`src/rtl/spi_slave.sv`:
```
// spi_slave: SPI mode-0 slave with a byte-wide receive/transmit interface.
// Optional feature: define SPI_SLAVE_OVERRUN_EN to add the sticky rx_ovr output.
//
// Receive handshake: rx_valid is a level that rises when a byte lands in
// data_out and stays high until the consumer pulses rx_ack for one cycle while
// rx_valid=1. A byte completing in the same cycle as rx_ack wins, so rx_valid
// stays high and data_out carries the new byte. A byte completing while
// rx_valid=1 overwrites data_out.
//
// fsm_state exposes the internal state register (WAIT_HI=0, IDLE=1, SHIFT=2).
module spi_slave #(
   parameter int SYNC_STAGES = 2
) (
   input  logic       clk,
   input  logic       rst,
   input  logic       scl,
   input  logic       cs,
   input  logic       mosi,
   output logic       miso,
   input  logic [7:0] tx_data,
   input  logic       tx_load,
   output logic [7:0] data_out,
   output logic       rx_valid,
   input  logic       rx_ack,
`ifdef SPI_SLAVE_OVERRUN_EN
   output logic       rx_ovr,
`endif
   output logic [1:0] fsm_state
);

   typedef enum logic [1:0] {
      WAIT_HI = 2'd0,
      IDLE    = 2'd1,
      SHIFT   = 2'd2
   } state_t;

   // Cycles after reset before the synchroniser outputs hold real pin values
   // rather than their reset values.
   localparam logic [1:0] SETTLE_CYCLES = 2'(SYNC_STAGES);

   logic [SYNC_STAGES-1:0] scl_sync_q, cs_sync_q, mosi_sync_q;
   logic                   scl_prev_q;
   logic                   scl_s, cs_s, mosi_s;
   logic                   scl_rise, scl_fall;

   state_t      state_q, state_d;
   logic [1:0]  settle_q, settle_d;
   logic [2:0]  cnt_q, cnt_d;
   logic [6:0]  rx_sr_q, rx_sr_d;
   logic [7:0]  tx_sr_q, tx_sr_d;
   logic [7:0]  tx_buf_q, tx_buf_d;
   logic [7:0]  data_out_q, data_out_d;
   logic        rx_valid_q, rx_valid_d;
   logic        ovr_q, ovr_d;
   logic        byte_done;

   assign scl_s    = scl_sync_q[SYNC_STAGES-1];
   assign cs_s     = cs_sync_q[SYNC_STAGES-1];
   assign mosi_s   = mosi_sync_q[SYNC_STAGES-1];
   assign scl_rise = scl_s & ~scl_prev_q;
   assign scl_fall = ~scl_s & scl_prev_q;

   // Synchronisers for the asynchronous SPI pins plus the previous scl sample.
   always_ff @(posedge clk) begin
      if (!rst) begin
         scl_sync_q  <= '0;
         cs_sync_q   <= '1;
         mosi_sync_q <= '0;
         scl_prev_q  <= 1'b0;
      end else begin
         scl_sync_q  <= {scl_sync_q[SYNC_STAGES-2:0], scl};
         cs_sync_q   <= {cs_sync_q[SYNC_STAGES-2:0], cs};
         mosi_sync_q <= {mosi_sync_q[SYNC_STAGES-2:0], mosi};
         scl_prev_q  <= scl_s;
      end
   end

   // Next-state logic for the frame FSM, shift registers and receive flags.
   always_comb begin
      state_d    = state_q;
      settle_d   = settle_q;
      cnt_d      = cnt_q;
      rx_sr_d    = rx_sr_q;
      tx_sr_d    = tx_sr_q;
      data_out_d = data_out_q;
      byte_done  = 1'b0;
      tx_buf_d   = tx_load ? tx_data : tx_buf_q;

      if (settle_q != SETTLE_CYCLES) settle_d = settle_q + 2'd1;

      case (state_q)
         // Only leave WAIT_HI once cs has genuinely been seen high, so a
         // frame interrupted by reset is never picked up half way.
         WAIT_HI: begin
            if ((settle_q == SETTLE_CYCLES) && cs_s) state_d = IDLE;
         end
         IDLE: begin
            if (!cs_s) begin
               state_d = SHIFT;
               tx_sr_d = tx_buf_q;
               cnt_d   = 3'd0;
            end
         end
         SHIFT: begin
            if (cs_s) begin
               // Frame end or abort; any partial byte is dropped.
               state_d = IDLE;
               cnt_d   = 3'd0;
            end else if (scl_rise) begin
               rx_sr_d = {rx_sr_q[5:0], mosi_s};
               if (cnt_q == 3'd7) begin
                  cnt_d      = 3'd0;
                  data_out_d = {rx_sr_q, mosi_s};
                  byte_done  = 1'b1;
                  tx_sr_d    = tx_buf_q;
               end else begin
                  cnt_d = cnt_q + 3'd1;
               end
            end else if (scl_fall && (cnt_q != 3'd0)) begin
               // A zero count here means the byte just wrapped and the freshly
               // loaded bit 7 must stay on miso.
               tx_sr_d = {tx_sr_q[6:0], 1'b0};
            end
         end
         default: state_d = WAIT_HI;
      endcase

      rx_valid_d = rx_valid_q;
      ovr_d      = ovr_q;
      if (byte_done) begin
         rx_valid_d = 1'b1;
         if (rx_valid_q) ovr_d = 1'b1;
      end else if (rx_ack && rx_valid_q) begin
         rx_valid_d = 1'b0;
         ovr_d      = 1'b0;
      end
   end

   // State and datapath registers.
   always_ff @(posedge clk) begin
      if (!rst) begin
         state_q    <= WAIT_HI;
         settle_q   <= 2'd0;
         cnt_q      <= 3'd0;
         rx_sr_q    <= 7'd0;
         tx_sr_q    <= 8'd0;
         tx_buf_q   <= 8'hFF;
         data_out_q <= 8'h00;
         rx_valid_q <= 1'b0;
         ovr_q      <= 1'b0;
      end else begin
         state_q    <= state_d;
         settle_q   <= settle_d;
         cnt_q      <= cnt_d;
         rx_sr_q    <= rx_sr_d;
         tx_sr_q    <= tx_sr_d;
         tx_buf_q   <= tx_buf_d;
         data_out_q <= data_out_d;
         rx_valid_q <= rx_valid_d;
         ovr_q      <= ovr_d;
      end
   end

   assign miso      = (state_q == SHIFT) & tx_sr_q[7];
   assign data_out  = data_out_q;
   assign rx_valid  = rx_valid_q;
   assign fsm_state = state_q;

`ifdef SPI_SLAVE_OVERRUN_EN
   assign rx_ovr = ovr_q;
`else
   // Overwrites stay silent in this build; the flag has no observer.
   logic ovr_unused;
   assign ovr_unused = ovr_q;
`endif

endmodule

```
`config.mk`:
```
export PLATFORM = sky130hd
export DESIGN_NAME = spi_slave
export DESIGN_NICKNAME = d
export VERILOG_FILES = /design/src/rtl/spi_slave.sv
export SDC_FILE = /design/constraint.sdc
export NUM_CORES = 1
export LEC_CHECK = 0
export BUFFER_PORTS_ARGS = -buffer_cell sky130_fd_sc_hd__buf_2
export CORE_UTILIZATION = 45
export CTS_CLUSTER_SIZE = 14
export DETAILED_ROUTE_END_ITERATION = 12
export PLACE_DENSITY_LB_ADDON = 0.12
export SYNTH_ARGS = -nofsm -noshare
export SYNTH_HDL_FRONTEND = slang
export SYNTH_SLANG_ARGS = --single-unit
export TNS_END_PERCENT = 20
```
`constraint.sdc`:
```
create_clock -name clk -period 3.7 [get_ports clk]
set_clock_uncertainty 0.15 [all_clocks]
set_input_delay 0 -clock clk [delete_from_list [all_inputs] [get_ports clk]]
set_output_delay 0 -clock clk [all_outputs]
set_load 0.02 [all_outputs]
```
### Word level (Yosys, flattened, before mapping)

Cells that the tools add are included.

| word-level totals | value |
|---|---|
| register bits after elaboration | 46 |
| bits in latches | 0 |
| bits in writable memories | 0 |
| bits in read-only memories | 0 |
| bits of input ports | 15 |
| output and inout bits | 12 |
| word-level logic and storage cells | 65 |
| memories kept | 0 |

| cells by class | value |
|---|---|
| add/sub/neg operators | 2 |
| $mul | 0 |
| div/mod/pow operators | 0 |
| $lt $le $gt $ge | 0 |
| equality and inequality tests | 12 |
| shift-type cells | 0 |
| muxes and demuxes | 21 |
| bitwise gates (word level) | 6 |
| reduce and logical (&&, ||, !) cells | 12 |

Operator list:

| operator | count |
|---|---|
| $mux W8 | 5 |
| $pmux W8 S2 | 1 |
| $mux W3 | 4 |
| $ne A2 B2 Y1 const B | 5 |
| $ne A3 B3 Y1 const B | 3 |
| $reduce_and A3 Y1 | 3 |
| $mux W1 | 6 |
| $mux W2 | 3 |
| $pmux W2 S3 | 1 |
| $pmux W3 S2 | 1 |
| $reduce_and A5 Y1 | 1 |
| $eq A2 B2 Y1 const B | 2 |
| $reduce_and A4 Y1 | 1 |
| $reduce_bool A2 Y1 | 2 |
| $add A3 B1 Y3 const B | 1 |
| $and A1 B1 Y1 | 3 |
| $eq A3 B3 Y1 const B | 1 |
| $logic_and A1 B1 Y1 | 3 |
| $not A1 Y1 | 3 |
| $reduce_bool A3 Y1 | 1 |
| $add A2 B1 Y2 const B | 1 |
| $eq A2 B1 Y1 const B | 1 |
| $logic_not A2 Y1 | 1 |

### Longest topological paths before layout

Gate-level depths: netlist of the first run.

| logic depth | value |
|---|---|
| word-level depth | 7 |
| mapped depth | 7 |
| mapped depth without buffers | 6 |

### Least setup slack after synthesis of the first run

No wires, ideal clock.

| path | value |
|---|---|
| kind | reg2reg |
| start point | register cnt_q[0] |
| end point | register tx_sr_q[6] |
| setup time | 0.091 ns |
| data arrival time | 1.437 ns |
| data required time | 3.459 ns |
| setup slack | 2.022 ns |
| stages on the path, launching flop included | 8 |
| path buffers | 1 |
| period minus slack after synthesis | 1.678 ns |
| path through | dfxtp_1 -> inv_1 -> ha_1 -> nor2b_1 -> o311ai_4 -> buf_6 -> a21oi_2 -> a311oi_1 |

| on the way | value |
|---|---|
| word-level cells in the longest chain between the ends | 4 |
| elaborated cells on any way between the ends | 6 |
| those cells by class | eq/ne: 3; reduce/logical: 3 |

RTL lines:

| element | RTL line | RTL |
|---|---|---|
| start: declaration | 48 | `logic [2:0] cnt_q, cnt_d;` |
| start signal: assignment | 154 | `cnt_q <= cnt_d;` |
| $reduce_bool A3 Y1 | 119 | `end else if (scl_fall && (cnt_q != 3'd0)) begin` |
| $logic_and A1 B1 Y1 | 119 |  |
| $ne A3 B3 Y1 (no line) | - |  |
| $reduce_and A5 Y1 (no line) * | - |  |
| end signal: assignment | 156 | `tx_sr_q <= tx_sr_d;` |
| end: declaration | 50 | `logic [7:0] tx_sr_q, tx_sr_d;` |

Mark *: on every way between the ends. The rest lies on a longest branch, timed or not.
A chain may end at the register's enable or synchronous reset.

### Worst setup path in the final report of the first run

| path | value |
|---|---|
| start point | register cnt_q[0] |
| end point | register tx_sr_q[3] |

Same word-level chain as after synthesis.

==> impl_metrics.yaml, run 1 <==
status:
  outcome: "finished, final reports clean"
placed_design:
  gp_routability_congestion: 0.787
  pre_cts_slack_ns: 1.74
  detailedPlacementHpwl_um: 2240
  numPortBuffers: 26
pwr:
  clockPowerShare: 0.340
  power_switching_w: 0.000240
  max-vdd-ir-drop_v: 0.000270
  p_sw_frac: 0.234
  power.density_cell_area_nw_per_um2: 418
  comb_power_share: 0.133
  power_report.internal_total_w: 0.000783
  seqPwrFrac: 0.527
  p_leak_nw: 1.08
synthesis:
  yosysTopAreaCell: "dfxtp_1"
  synth.top_cells.by_area: "dfxtp_1, mux2i_1, nor2_1, a311oi_1, ha_1"
  leading_cell_types_by_count_after_synthesis: "dfxtp_1, mux2i_1, nor2_1"
  ys_async_sr_fraction: 0
  syn_area_um2: 1880
  yosys.area.top_type_share: 0.490
  synth.most_common_cell: "dfxtp_1"
  syn_area_per_cell_um2: 10.3
  synth_sequential_area_ratio: 0.490
  syn_nets: 201
  postSynth.topFlopCell: "dfxtp_1"
  synthCells: 182
  synth_enable_flop_cells: 0
  yosysUniqueCellTypes: 35
  synth.ff_latch_count: 46
  yosys_warnings: 0
timing:
  final_hold_vio_count: 0
  fmaxAchievable_mhz: 489
  worst_slew_margin_rel: 0.547
  drv_slew: 0
  timing.setup.tns_ns: 0
  setup_viol: 0
  final.min_clock_period_ns: 2.04
  fin_crit_sh: 0.553
  worst_pin_slew_ns: 0.677
  postLayoutSetupSlackWorst_ns: 1.66
  grt_setup_unrepaired: "no"
worst_setup_path:
  worstSetupEndpointType: "register"
  worstReg2RegStart: "cnt_q[0]"
  ff2ff_path_depth: 6
  cp_max_fo: 15
  crit_start: "cnt_q[0]"
  type_of_the_worst_setup_path: "reg -> reg"
  crit_required_ns: 3.75
  reg2reg_to: "tx_sr_q[3]"
  regToRegSetupSlack_ns: 1.66
  cp-start-kind: "register"
  critPathCapture: "tx_sr_q[3]"
  cp.arrival_ns: 2.10
clocking:
  clock-root-buffer: "clkbuf_8"
  cts_htree_levels: 2
  cts_tree: "yes"
  cts_inserted_buffers: 5
  tritoncts_num_sinks: 46
  max-clock-path-buffers: 2
  cts-resized-gates: 0
  clkSlewWorstSetupHoldPaths_ns: 0.08
  clock_latency_ns: 0.29
global_routing:
  grt_first_pass_wirelength_um: 5980
  largest_net_degree_at_the_start_of_global_routing: 29
  sum_of_overflow_across_all_layers_after_global_routing: 0
  grt_pass1_vias: 1346
  grt_util_all_layers: 0.182
  initial_antenna_violation_count: 0
die:
  die_h_um: 66.6
  initial_utilization: 0.470
  floorplan.rows: 23
  design.die.area_um2: 4440
  dieWidth_um: 66.6
  boundaryPins: 27
  floorplan.core_area_um2: 4000
routing:
  vias: 1452
  routed_wire_length_per_instance_um: 12.3
  detail_route.wirelength_um: 3570
  antenna_left: 0
  firstDrtPassIters: 4
  drt_drc_violations_left: 0
  vias_per_cell: 5.02
  drt_iter0_markers: 51
run:
  drv_cap: 0
cells_and_area:
  area_growth_syn_to_layout_pct: 30.4
  n_antenna_cell: 0
  num-nets-final: 257
  num-fill-cells: 319
  drive_gt1_frac: 0.197
worst_hold_path:
  class_of_the_most_critical_hold_timing_path: "reg -> reg"
  worst_hold_startpoint: "cs_sync_q[0]"
layout make-up:
class	instances	area [um2]	share of cell area
multi-input cells	118	867	0.354
inverters	8	30.0	0.0123
flip-flops and latches	46	921	0.376
repair buffers	59	458	0.187
well taps	50	62.6	0.0255
clock buffers	8	110	0.0450
power groups by stage:
stage	Clock, W	Sequential (W)	Combinational, W
after floorplan	0	0.000550	0.0000813
after global placement	0	0.000550	0.0000999
after detailed placement	0	0.000551	0.000106
after CTS	0.000361	0.000540	0.000136
after global routing	0.000379	0.000543	0.000153
final	0.000347	0.000539	0.000136
layer usage:
| layer | track usage | share of wire | up-vias |
|---|---|---|---|
| met4 | 0.0957 | 0.011 | 0 |
| met1 | 0.230 | 0.48 | 666 |
| met2 | 0.278 | 0.47 | 40 |
| met5 | 0 | 0 | - |
| li1 | - | - | 742 |
| met3 | 0.0514 | 0.035 | 4 |
stage by stage:
step / hold slack (ns) / instance area (um2) / total power [W] / cells / util
3_3_place_gp: 0.0319 / 2020 / 0.000650 / 249 / 0.505
6_report: 0.267 / 2450 / 0.00102 / 289 / 0.612
4_1_cts: 0.273 / 2450 / 0.00104 / 289 / 0.612
2_1_floorplan: -0.0485 / 1880 / 0.000632 / 182 / -
3_5_place_dp: 0.0423 / 2020 / 0.000657 / 249 / 0.505
5_1_grt: 0.291 / 2450 / 0.00108 / 289 / 0.612
flip-flops by register name, summed over array words and instances (netlist names):
signal / cells
data_out: 8
tx_buf_q: 8
tx_sr_q: 8
rx_sr_q: 7
cnt_q: 3
cs_sync_q: 2
fsm_state: 2
mosi_sync_q: 2
scl_sync_q: 2
settle_q: 2
rx_valid: 1
scl_prev_q: 1
cells in the final DEF (no fill, tap or decap), drive strengths merged, types with 8 or more instances in the layout:
master,instances
dfxtp,46
dlygate4sd3,32
mux2i,31
buf,27
nor2,21
nand2,13
a21oi,11
clkbuf,8
inv,8
critical path, cell delays in order, from the launching register on:
cell      delay [ns]
dfxtp_1         0.37
inv_1           0.07
ha_1            0.19
nor2b_1         0.16
o311ai_4        0.58
a21oi_1         0.15
a311oi_1        0.28
worst min-delay path by stage:
stage                         endpoint  slack (ns)  cells after the start
after floorplan           cs_sync_q[0]       -0.05                      1
after global placement    cs_sync_q[0]        0.03                      2
after detailed placement  cs_sync_q[0]        0.04                      2
after CTS                 cs_sync_q[1]        0.27                      1
after global routing      cs_sync_q[1]        0.29                      1
final                     cs_sync_q[1]        0.27                      1
what timing repair did:
action	in CTS	in global routing
hold endpoints to repair	19	0
buffers inserted	0	0
hold buffers	32	0
kinds of logic after synthesis:
family                   share of synthesized area
AO/OA/AOI/OAI                                0.117
XOR/XNOR                                   0.00466
adder cells (fa/ha/maj)                     0.0266
buffers and inverters                       0.0480
flip-flops                                   0.490
multiplexers                                 0.165
AND/OR/NAND/NOR                              0.149
Note: power is estimated with default switching activity, not from simulation.
==> run 2: changes to the inputs <==
clock period = 1.7 ns   (was 3.7 ns; I/O delays follow)
==> run 2 against run 1 <==
- cell count down 0.35%
- die area is the same
- the flow now finishes with violations (negative setup slack)
- worst setup slack got worse by 1.8 ns
- clock power is 130% higher
==> impl_metrics.yaml, run 2 (same netlist as run 1, synthesis figures left out) <==
status:
  outcome: "finished with violations"
  violations: "negative setup slack"
die:
  initial_utilization: 0.470
  design.die.area_um2: 4440
  floorplan.core_area_um2: 4000
  boundaryPins: 27
  dieWidth_um: 66.6
  die_h_um: 66.6
  floorplan.rows: 23
clocking:
  tritoncts_num_sinks: 46
  clkSlewWorstSetupHoldPaths_ns: 0.08
  cts_htree_levels: 2
  clock-root-buffer: "clkbuf_8"
  clock_latency_ns: 0.30
  max-clock-path-buffers: 2
  cts_inserted_buffers: 5
  cts_tree: "yes"
routing:
  vias: 1454
  detail_route.wirelength_um: 3840
  antenna_left: 0
  drt_iter0_markers: 42
  vias_per_cell: 5.05
  firstDrtPassIters: 4
  routed_wire_length_per_instance_um: 13.3
  drt_drc_violations_left: 0
cells_and_area:
  drive_gt1_frac: 0.298
  mostFrequentLayoutCell: "dfxtp_1"
  fin_cells: 288
  total_area_of_multi_input_combinational_cells_um2: 946
  area.sequential_um2: 927
  num-nets-final: 256
  area_growth_syn_to_layout_pct: 35.4
  num-fill-cells: 333
  top_library_cells_by_usage_in_the_layout_fill_and_taps_aside: "dfxtp_1, mux2i_1, buf_2, dlygate4sd3_1, nor2_1"
  n_antenna_cell: 0
timing:
  setup_viol: 16
  grt_setup_unrepaired: "yes"
  drv_slew: 0
  fin_crit_sh: 1.07
  final.min_clock_period_ns: 1.81
  worst_slew_margin_rel: 0.668
  fin_hold_ws_ns: 0.276
  final_hold_vio_count: 0
  worst_pin_slew_ns: 0.497
  postLayoutSetupSlackWorst_ns: -0.111
  fmaxAchievable_mhz: 552
worst_hold_path:
  count_of_cells_along_the_worst_hold_path: 1
  class_of_the_most_critical_hold_timing_path: "reg -> reg"
  worst_hold_startpoint: "cs_sync_q[0]"
  worst_hold_path.endpoint: "cs_sync_q[1]"
placed_design:
  place_inst: 255
  gp_routability_congestion: 0.748
  numPortBuffers: 26
  detailedPlacementHpwl_um: 2370
pwr:
  p_leak_nw: 1.14
  clockPowerShare: 0.349
  power.density_cell_area_nw_per_um2: 890
  power_report.internal_total_w: 0.00172
  p_sw_frac: 0.239
  max-vdd-ir-drop_v: 0.000472
  design_power_total_w: 0.00226
  seqPwrFrac: 0.518
  comb_power_share: 0.133
  power_switching_w: 0.000541
worst_setup_path:
  type_of_the_worst_setup_path: "reg -> reg"
  cp-start-kind: "register"
  crit_required_ns: 1.72
  cp.arrival_ns: 1.83
  worstSetupEndpointType: "register"
  worstReg2RegStart: "cnt_q[1]"
  ff2ff_path_depth: 7
  reg2reg_to: "data_out[1]"
  cp_max_fo: 4
  regToRegSetupSlack_ns: -0.11
global_routing:
  largest_net_degree_at_the_start_of_global_routing: 29
  initial_antenna_violation_count: 0
  sum_of_overflow_across_all_layers_after_global_routing: 0
  grt_pass1_vias: 1353
  grt_util_all_layers: 0.188
  grt_first_pass_wirelength_um: 6220
run:
  drv_cap: 0
==> run 2: cell count changes in the layout (fill, tap and decap cells not counted), sizes merged <==
cell,change
buf,+9
bufinv,+1
clkbuf,-3
clkinv,+2
dlygate4sd3,-10
==> run 2: power groups by stage <==
stage	Sequential (W)	Clock (W)	Combinational (W)
3_3_place_gp	0.00119	0	0.000228
6_report	0.00117	0.000790	0.000300
2_1_floorplan	0.00120	0	0.000177
3_5_place_dp	0.00120	0	0.000243
5_1_grt	0.00118	0.000859	0.000340
4_1_cts	0.00117	0.000809	0.000299
==> run 2: final cells by class <==
type,instances,area share
multi-input combinational,118,0.372
sequential,46,0.365
timing repair buffer,58,0.184
clock buffer,5,0.0271
tap,50,0.0246
clock inverter,3,0.0157
inverter,8,0.0118
==> run 2: worst max-delay path, stage by stage, from the launching register on <==
cell	delay [ns]
dfxtp_2	0.37
ha_4	0.14
ha_4	0.12
nand3b_1	0.15
nor3_2	0.27
buf_2	0.22
mux2i_1	0.19
nor2_1	0.06
==> run 2: layer usage <==
| metal | part of all wire | track usage |
|---|---|---|
| met1 | 0.48 | 0.244 |
| met2 | 0.48 | 0.294 |
| met3 | 0.023 | 0.0514 |
| met4 | 0.016 | 0.0718 |
| met5 | 0 | 0 |
==> run 2: metrics by stage <==
step	setup TNS, ns	util	cell area, um2	worst slack [ns]
3_5_place_dp	-0.452	0.519	2080	-0.0475
4_1_cts	-0.606	0.622	2490	-0.0571
2_1_floorplan	0	-	1880	0.0218
6_report	-1.31	0.636	2540	-0.111
5_1_grt	-2.25	0.636	2540	-0.175
3_3_place_gp	-0.0188	0.519	2080	-0.00555
==> run 2: timing repair <==
| item | CTS | global route |
|---|---|---|
| buffers inserted | 1 | 0 |
| gates resized for setup | 11 | 13 |
| hold buffers | 22 | 0 |
| setup endpoints to repair | 15 | 25 |
| endpoints found under the hold margin | 13 | 0 |
| cloned | 1 | 1 |
| pin swaps | 0 | 8 |
==> run 2: how the worst max path moves through the flow <==
stage / start / to / slack [ns]
2_1_floorplan: cnt_q[0] / tx_sr_q[6] / 0.02
3_3_place_gp: cnt_q[0] / data_out[1] / -0.006
3_5_place_dp: cnt_q[0] / data_out[3] / -0.05
4_1_cts: cnt_q[0] / data_out[3] / -0.06
5_1_grt: cnt_q[0] / tx_sr_q[4] / -0.18
6_report: cnt_q[1] / data_out[1] / -0.11
==> run 3: changes to the inputs <==
PLACE_DENSITY = 0.68   (was not set)
PLACE_DENSITY_LB_ADDON = not set   (was 0.12)
==> run 3 against run 2 <==
- the run still ends with negative setup slack left
- highest routed layer unchanged
- critical path type unchanged
- critical endpoint is now tx_sr_q[1]
- core utilization increased by 0.53 points
- hold slack got worse by 0.0082 ns
- sequential power about the same
- non-clock buffer count decreased by 1
==> impl_metrics.yaml, run 3 (same netlist as run 1, synthesis figures left out) <==
timing:
  worst_slew_margin_rel: 0.663
  final.min_clock_period_ns: 1.74
  fin_crit_sh: 1.03
  grt_setup_unrepaired: "yes"
  fmaxAchievable_mhz: 573
  timing.setup.tns_ns: -0.158
  final_hold_vio_count: 0
  setup_viol: 9
  drv_slew: 0
  postLayoutSetupSlackWorst_ns: -0.0440
  worst_pin_slew_ns: 0.493
die:
  die_h_um: 66.6
  floorplan.rows: 23
  boundaryPins: 27
  floorplan.core_area_um2: 4000
  initial_utilization: 0.470
  design.die.area_um2: 4440
  dieWidth_um: 66.6
placed_design:
  numPortBuffers: 26
  pre_cts_slack_ns: -0.0627
  detailedPlacementHpwl_um: 2090
  gp_routability_congestion: 0.829
routing:
  vias: 1430
  drt_iter0_markers: 30
  firstDrtPassIters: 4
  routed_wire_length_per_instance_um: 12.8
  detail_route.wirelength_um: 3670
  antenna_left: 0
  vias_per_cell: 5.00
  drt_drc_violations_left: 0
worst_setup_path:
  cp.arrival_ns: 1.79
  cp_max_fo: 8
  crit_required_ns: 1.75
  worstSetupEndpointType: "register"
  cp-start-kind: "register"
  type_of_the_worst_setup_path: "reg -> reg"
cells_and_area:
  n_antenna_cell: 0
  area_growth_syn_to_layout_pct: 36.5
  drive_gt1_frac: 0.309
  area.sequential_um2: 930
  fin_util: 0.641
  total_area_of_multi_input_combinational_cells_um2: 962
  top_library_cells_by_usage_in_the_layout_fill_and_taps_aside: "dfxtp_1, mux2i_1, buf_2, dlygate4sd3_1, nor2_1"
  mostFrequentLayoutCell: "dfxtp_1"
  num-fill-cells: 321
  num-nets-final: 255
global_routing:
  grt_pass1_vias: 1318
  initial_antenna_violation_count: 0
  grt_util_all_layers: 0.189
  largest_net_degree_at_the_start_of_global_routing: 29
  sum_of_overflow_across_all_layers_after_global_routing: 0
  grt_first_pass_wirelength_um: 6180
pwr:
  p_leak_nw: 1.13
  max-vdd-ir-drop_v: 0.000645
  power.density_cell_area_nw_per_um2: 892
  design_power_total_w: 0.00229
clocking:
  clock_latency_ns: 0.29
  clock-root-buffer: "clkbuf_8"
  cts_tree: "yes"
  tritoncts_num_sinks: 46
  cts_htree_levels: 2
  max-clock-path-buffers: 2
  clkSlewWorstSetupHoldPaths_ns: 0.08
  cts_inserted_buffers: 5
status:
  outcome: "finished with violations"
  violations: "negative setup slack"
worst_hold_path:
  class_of_the_most_critical_hold_timing_path: "reg -> reg"
run:
  drv_cap: 0
[run 3: path summary, 6_finish.rpt]
check / depth (start not counted) / from / to / slack [ns]
hold reg to reg: 1 / cs_sync_q[0] / cs_sync_q[1] / 0.27
setup reg to reg: 7 / cnt_q[0] / tx_sr_q[1] / -0.04
hold / removal: 1 / cs_sync_q[0] / cs_sync_q[1] / 0.27
setup / recovery: 7 / cnt_q[0] / tx_sr_q[1] / -0.04
[run 3: per-layer routing]
| layer | global-route usage | vias to the layer above | share of wire |
|---|---|---|---|
| met5 | 0 | - | 0 |
| met4 | 0.0559 | 0 | 0.0098 |
| met3 | 0.0565 | 4 | 0.028 |
| met2 | 0.319 | 23 | 0.49 |
| met1 | 0.227 | 666 | 0.47 |
| li1 | - | 737 | - |
[run 3: worst max-delay path, stage by stage (launching register included)]
cell and delay [ns]:
dfxtp_4 0.37, inv_2 0.04, ha_2 0.16, nor2b_4 0.12, o311ai_4 0.36, buf_12 0.17
a21oi_2 0.07, a311oi_2 0.20
[run 3: per-stage QoR]
stage | area, um2 | std cells | hold WS (ns)
after floorplan | 1880 | 182 | -0.0485
after global placement | 2080 | 254 | 0.0293
after detailed placement | 2080 | 254 | 0.0399
after CTS | 2550 | 286 | 0.273
after global routing | 2560 | 286 | 0.298
final | 2560 | 286 | 0.267
[run 3: power by group]
| part | internal, W | switching (W) |
|---|---|---|
| Clock | 0.000470 | 0.000342 |
| Combinational | 0.000158 | 0.000144 |
| Sequential | 0.00113 | 0.0000398 |
| Total | 0.00176 | 0.000526 |
[run 3: final cells by class]
type | instances | share of cell area
inverters | 8 | 0.0117
repair buffers | 57 | 0.182
multi-input cells | 118 | 0.375
well taps | 50 | 0.0244
clock buffers | 6 | 0.0322
clock inverters | 1 | 0.0117
flip-flops and latches | 46 | 0.363
[run 3: repair_timing]
action / CTS / global route
endpoints found under the setup margin: 14 / 24
endpoints found under the hold margin: 13 / 0
gates resized for setup: 23 / 6
hold buffers: 22 / 0
pin swaps: 5 / 9
gates cloned: 2 / 0
buffers inserted: 1 / 0
